[src/rtl/boruss_cpu_datapath.sv]
// Execution datapath behind the CPU control FSM: 4x8 register file, ALU and flag register.
// The result and flags are registered in EXECUTE; the register file is written in WRITEBACK.
module boruss_cpu_datapath #(
    parameter logic [2:0] EXEC_STATE    = 3'b010,
    parameter logic [2:0] WB_STATE      = 3'b011,
    parameter logic [7:0] REG_RESET_VAL = 8'h00
) (
    input  logic       clk,
    input  logic       reset,
    input  logic [2:0] current_state,
    input  logic [3:0] opcode,
    input  logic [1:0] dest_reg,
    input  logic [1:0] src_reg,
    input  logic       is_immediate,
    input  logic [7:0] immediate_value,
    input  logic       update_registers,
    output logic [7:0] alu_result,
    output logic       alu_zero_flag,
    output logic       alu_carry_flag,
    output logic       alu_negative_flag,
    input  logic [1:0] dbg_sel,
    output logic [7:0] dbg_data,
    output logic       reg_write
);

    typedef enum logic [3:0] {
        OP_MOV = 4'h0,
        OP_ADD = 4'h1,
        OP_SUB = 4'h2,
        OP_AND = 4'h3,
        OP_OR  = 4'h4,
        OP_XOR = 4'h5,
        OP_SHL = 4'h6,
        OP_SHR = 4'h7,
        OP_CMP = 4'hF
    } op_e;

    logic [7:0] regs [0:3];
    logic [7:0] op_a;
    logic [7:0] op_b;
    logic [7:0] res;
    logic       carry;
    logic       alu_en;
    logic       wr_en;

    // NOTE: every output of this block gets a default first, so no path infers a latch.
    always_comb begin
        op_a   = regs[dest_reg];
        op_b   = is_immediate ? immediate_value : regs[src_reg];
        res    = 8'h00;
        carry  = 1'b0;
        alu_en = 1'b1;
        case (opcode)
            OP_MOV:         res = op_b;
            OP_ADD:         {carry, res} = {1'b0, op_a} + {1'b0, op_b};
            // Bit 8 of the 9-bit difference is the borrow, i.e. A < B.
            OP_SUB, OP_CMP: {carry, res} = {1'b0, op_a} - {1'b0, op_b};
            OP_AND:         res = op_a & op_b;
            OP_OR:          res = op_a | op_b;
            OP_XOR:         res = op_a ^ op_b;
            OP_SHL: begin
                res   = {op_a[6:0], 1'b0};
                carry = op_a[7];
            end
            OP_SHR: begin
                res   = {1'b0, op_a[7:1]};
                carry = op_a[0];
            end
            default:        alu_en = 1'b0;
        endcase
    end

    // Jumps and CMP (opcodes 8..F) never touch the register file.
    assign wr_en     = (current_state == WB_STATE) && update_registers && !opcode[3];
    assign reg_write = wr_en && reset;
    assign dbg_data  = regs[dbg_sel];

    // NOTE: sequential state uses non-blocking assignments only, so every flop samples pre-edge values.
    always_ff @(posedge clk or negedge reset) begin
        if (!reset) begin
            alu_result        <= 8'h00;
            alu_zero_flag     <= 1'b0;
            alu_carry_flag    <= 1'b0;
            alu_negative_flag <= 1'b0;
        end else if (current_state == EXEC_STATE && alu_en) begin
            alu_result        <= res;
            alu_zero_flag     <= (res == 8'h00);
            alu_carry_flag    <= carry;
            alu_negative_flag <= res[7];
        end
    end

    // NOTE: the register file is only four bytes, so it is reset like ordinary flops.
    always_ff @(posedge clk or negedge reset) begin
        if (!reset) begin
            for (int i = 0; i < 4; i++) regs[i] <= REG_RESET_VAL;
        end else if (wr_en) begin
            regs[dest_reg] <= alu_result;
        end
    end

endmodule

[config.mk]
export PLATFORM = sky130hd
export DESIGN_NAME = boruss_cpu_datapath
export DESIGN_NICKNAME = d
export VERILOG_FILES = /design/src/rtl/boruss_cpu_datapath.sv
export SDC_FILE = /design/constraint.sdc
export NUM_CORES = 1
export LEC_CHECK = 0
export CORE_ASPECT_RATIO = 0.75
export CORE_MARGIN = 5
export CORE_UTILIZATION = 30
export CTS_CLUSTER_SIZE = 30
export DETAILED_ROUTE_END_ITERATION = 10
export GPL_ROUTABILITY_DRIVEN = 0
export SLEW_MARGIN = 10
export SYNTH_ARGS = -nofsm -noshare
export SYNTH_HDL_FRONTEND = slang
export SYNTH_SLANG_ARGS = --single-unit
[constraint.sdc]
create_clock -name clk -period 6.15 [get_ports clk]
set_input_delay 1.23 -clock clk [delete_from_list [all_inputs] [get_ports clk]]
set_output_delay 1.23 -clock clk [all_outputs]
set_load 0.005 [all_outputs]
==> results by group <==
Worst setup path
  • RR Startpoint: regs[1]$_DFFE_PN0P_
  • Crit-path max FO: 13
  • CP Data Arrival Time: 5.28 ns
  • Crit end category: register
  • CP max-delay cell: clkdlybuf4s50_1
  • Worst path max stage delay: 0.98 ns
  • Worst reg2reg setup slack: 2.52 ns
  • Cells along the critical path: clkdlybuf4s50_1 -> mux4_2 -> xnor2_1 -> inv_1 -> ha_1 -> or3_1 -> a32oi_1 -> o311ai_0 -> nor3_1 -> nand3_1 -> or2_2 -> o31ai_2
  • Worst EP required: 6.35 ns
  • Crit start category: primary input
  • Kind of critical path: in -> reg
  • Beginning of the critical path: dest_reg[0]

Clocking
  • CTS tree: yes
  • Clock latency on the worst-skew pair: 0.29 ns
  • Post-CTS Repair Setup Buffers: 0
  • Root Driver: clkbuf_16
  • Clk buf depth: 2
  • Post-CTS resize count: 0
  • H-tree depth: 2
  • Clk sinks: 42
  • CTS Buf Count: 5
  • Clock Pin Slew Worst Setup and Hold Paths: 0.06 ns
  • Post-cts hold buffer count: 0

Yosys
  • Synth unique cells: 64
  • Cells after synthesis: 389
  • Yosys top cell by area: dfrtp_1
  • Seq cells post-synth: 42
  • Avg Inst Size Synth: 9.78 sq um
  • Synth top area cells: dfrtp_1, mux4_2, mux2_2
  • Async set or reset register ratio after synthesis: 100%
  • Synth top area share: 27.6%
  • Area of the mapped netlist: 3800 sq um
  • Syn nets: 438
  • Sequential element share of the synthesized area: 27.6%
  • YS warnings: 0
  • EDFF count, synth: 0
  • Synth Flop Type: dfrtp_1

Status
  • Status: finished, final reports clean

Routing
  • Drt first pass iters: 6
  • Total number of vias: 3351
  • Starting DRC count in detailed routing: 427
  • Final ANT Viol Nets: 0
  • Vias per cell: 5.71
  • Drt total wl: 11700 um
  • Wire per inst: 19.9 um
  • Number of remaining DRC errors: 0

GRT
  • Number of global-route vias before repair: 3300
  • Initial antenna violation count: 0
  • Largest net degree at the start of global routing: 44
  • GR Util All Layers: 15.5%
  • First-pass GRT wire length: 18500 um
  • GRT Residual Overflow: 0

Timing
  • RSZ-0062 raised after global routing: no
  • Worst slew pin tran: 1.15 ns
  • Final setup viols: 0
  • Max Transition Viols Final: 0
  • Final worst clock skew: 0.00343 ns
  • Final cycle utilization of the critical path: 82.6%
  • Worst Setup Slack, final: 1.07 ns
  • Final Hold Vio Count: 0
  • Max_slew headroom: 22.5%
  • Max Freq: 0.197 GHz
  • Min Clock Period, post-route: 5.08 ns
  • Setup_tns: 0 ns

Cells and area
  • Final Non-Filler Cells: 587
  • Area Overhead vs Synth: 19.6%
  • Nets: 469
  • Layout cells sized above 1: 18.8%
  • # diodes: 0
  • Fillcell total: 1229

Pwr
  • Total leakage power: 0.00189 uW
  • Design Power: 1140 uW
  • Pwr Density: 250 nW/um^2
  • IR Drop Worst-Case VDD: 0.108 mV

Die
  • Ports: 45
  • Die width: 140 um
  • Initial Util: 30.8%
  • CORE AREA: 12300 sq um
  • # rows: 35
  • Vert. Die Dim: 108 um
  • Total die area: 15100 sq um

Worst hold path
  • Worst min path class: reg -> reg
  • Worst hold start: regs[17]$_DFFE_PN0P_

Run
  • Max-Cap Viols: 0

Placement
  • PortBufs: 44
  • Cell count after placement: 579
  • Worst slack at placement: 0.833 ns
  • Post-DP HPWL: 8830 um
[cell families (layout without fill, tap and decap cells)]
logic type,after synthesis,in the layout,synth area share [%]
AO/OA/AOI/OAI,83,83,14.9
XOR/XNOR,3,3,0.691
adder cells (fa/ha/maj),24,24,8.09
buffers and inverters,45,77,4.83
flip-flops,42,42,27.6
multiplexers,73,73,27.7
AND/OR/NAND/NOR,119,119,16.2
[state kept, by name (all words and copies together) (netlist names)]
name / flops
alu_result: 8
regs: 32
alu_carry_flag: 1
alu_zero_flag: 1
[metal layers]
| layer | track usage, % | up-vias | wire length (um) |
|---|---|---|---|
| li1 | - | 1529 | - |
| met1 | 22.4 | 1658 | 5610 |
| met2 | 23.9 | 152 | 5130 |
| met3 | 3.55 | 12 | 814 |
| met4 | 3.32 | 0 | 116 |
| met5 | 0 | - | 0 |
[path summary, 6_finish.rpt]
kind | endpoint | depth (start not counted)
setup / recovery | alu_zero_flag$_DFFE_PN0P_ | 12
hold / removal | regs[17]$_DFFE_PN0P_ | 1
setup reg to reg | alu_zero_flag$_DFFE_PN0P_ | 12
hold reg to reg | regs[17]$_DFFE_PN0P_ | 1
max in group asynchronous | regs[6]$_DFFE_PN0P_ | 2
min in group asynchronous | regs[2]$_DFFE_PN0P_ | 2
[where the power goes]
part | total, uW | internal (uW) | switching, uW
clock | 300 | 192 | 108
sequential | 380 | 324 | 56.1
combinational | 460 | 225 | 234
total | 1140 | 742 | 399
[Yosys cell counts, types with 9 or more instances]
| cell type | n |
|---|---|
| a21oi_1 | 25 |
| clkbuf_1 | 15 |
| dfrtp_1 | 42 |
| ha_1 | 23 |
| inv_1 | 20 |
| mux2_2 | 37 |
| mux2i_1 | 14 |
| mux4_2 | 22 |
| nand2_1 | 32 |
| nand2b_1 | 10 |
| nand3_1 | 9 |
| nor2_1 | 27 |
| o21ai_0 | 17 |
[critical path: cells and delay by family]
family,cells,cell delay (ns)
AOI/OAI and AO/OA,3,0.54
xor gates and xnor gates,1,0.39
adders and majority gates,1,0.21
buffers and inverters,2,1.07
muxes,1,0.73
and+or+nand+nor,4,1.09
[layout make-up]
class | instances | area [sq um] | area share, %
clock buffer | 7 | 133 | 2.91
clock inverter | 1 | 30.0 | 0.660
inverter | 20 | 75.1 | 1.65
multi-input combinational | 302 | 2580 | 56.7
sequential | 42 | 1050 | 23.1
tap | 166 | 208 | 4.56
timing repair buffer | 49 | 473 | 10.4
[stage by stage]
| step | hold WS [ns] | cell area, sq um | utilization [%] |
|---|---|---|---|
| after floorplan | 0.489 | 3800 | - |
| after global placement | 0.527 | 4380 | 35.5 |
| after detailed placement | 0.533 | 4380 | 35.5 |
| after CTS | 0.549 | 4550 | 36.8 |
| after global routing | 0.565 | 4550 | 36.9 |
| final | 0.557 | 4550 | 36.9 |
[placed cells by master, fill, tap and decap left out, types with 5 or more instances in the layout]
master / instances
mux2i_1: 14
mux4_2: 22
buf_4: 5
o21ai_0: 17
nand2b_1: 10
ha_1: 23
dfrtp_1: 42
clkbuf_16: 5
nand2_1: 32
inv_1: 20
nand3_1: 9
a21oi_1: 25
clkdlybuf4s50_1: 43
mux2_2: 37
and3_1: 5
nor2_1: 27
(Power assumes the default switching activity.)
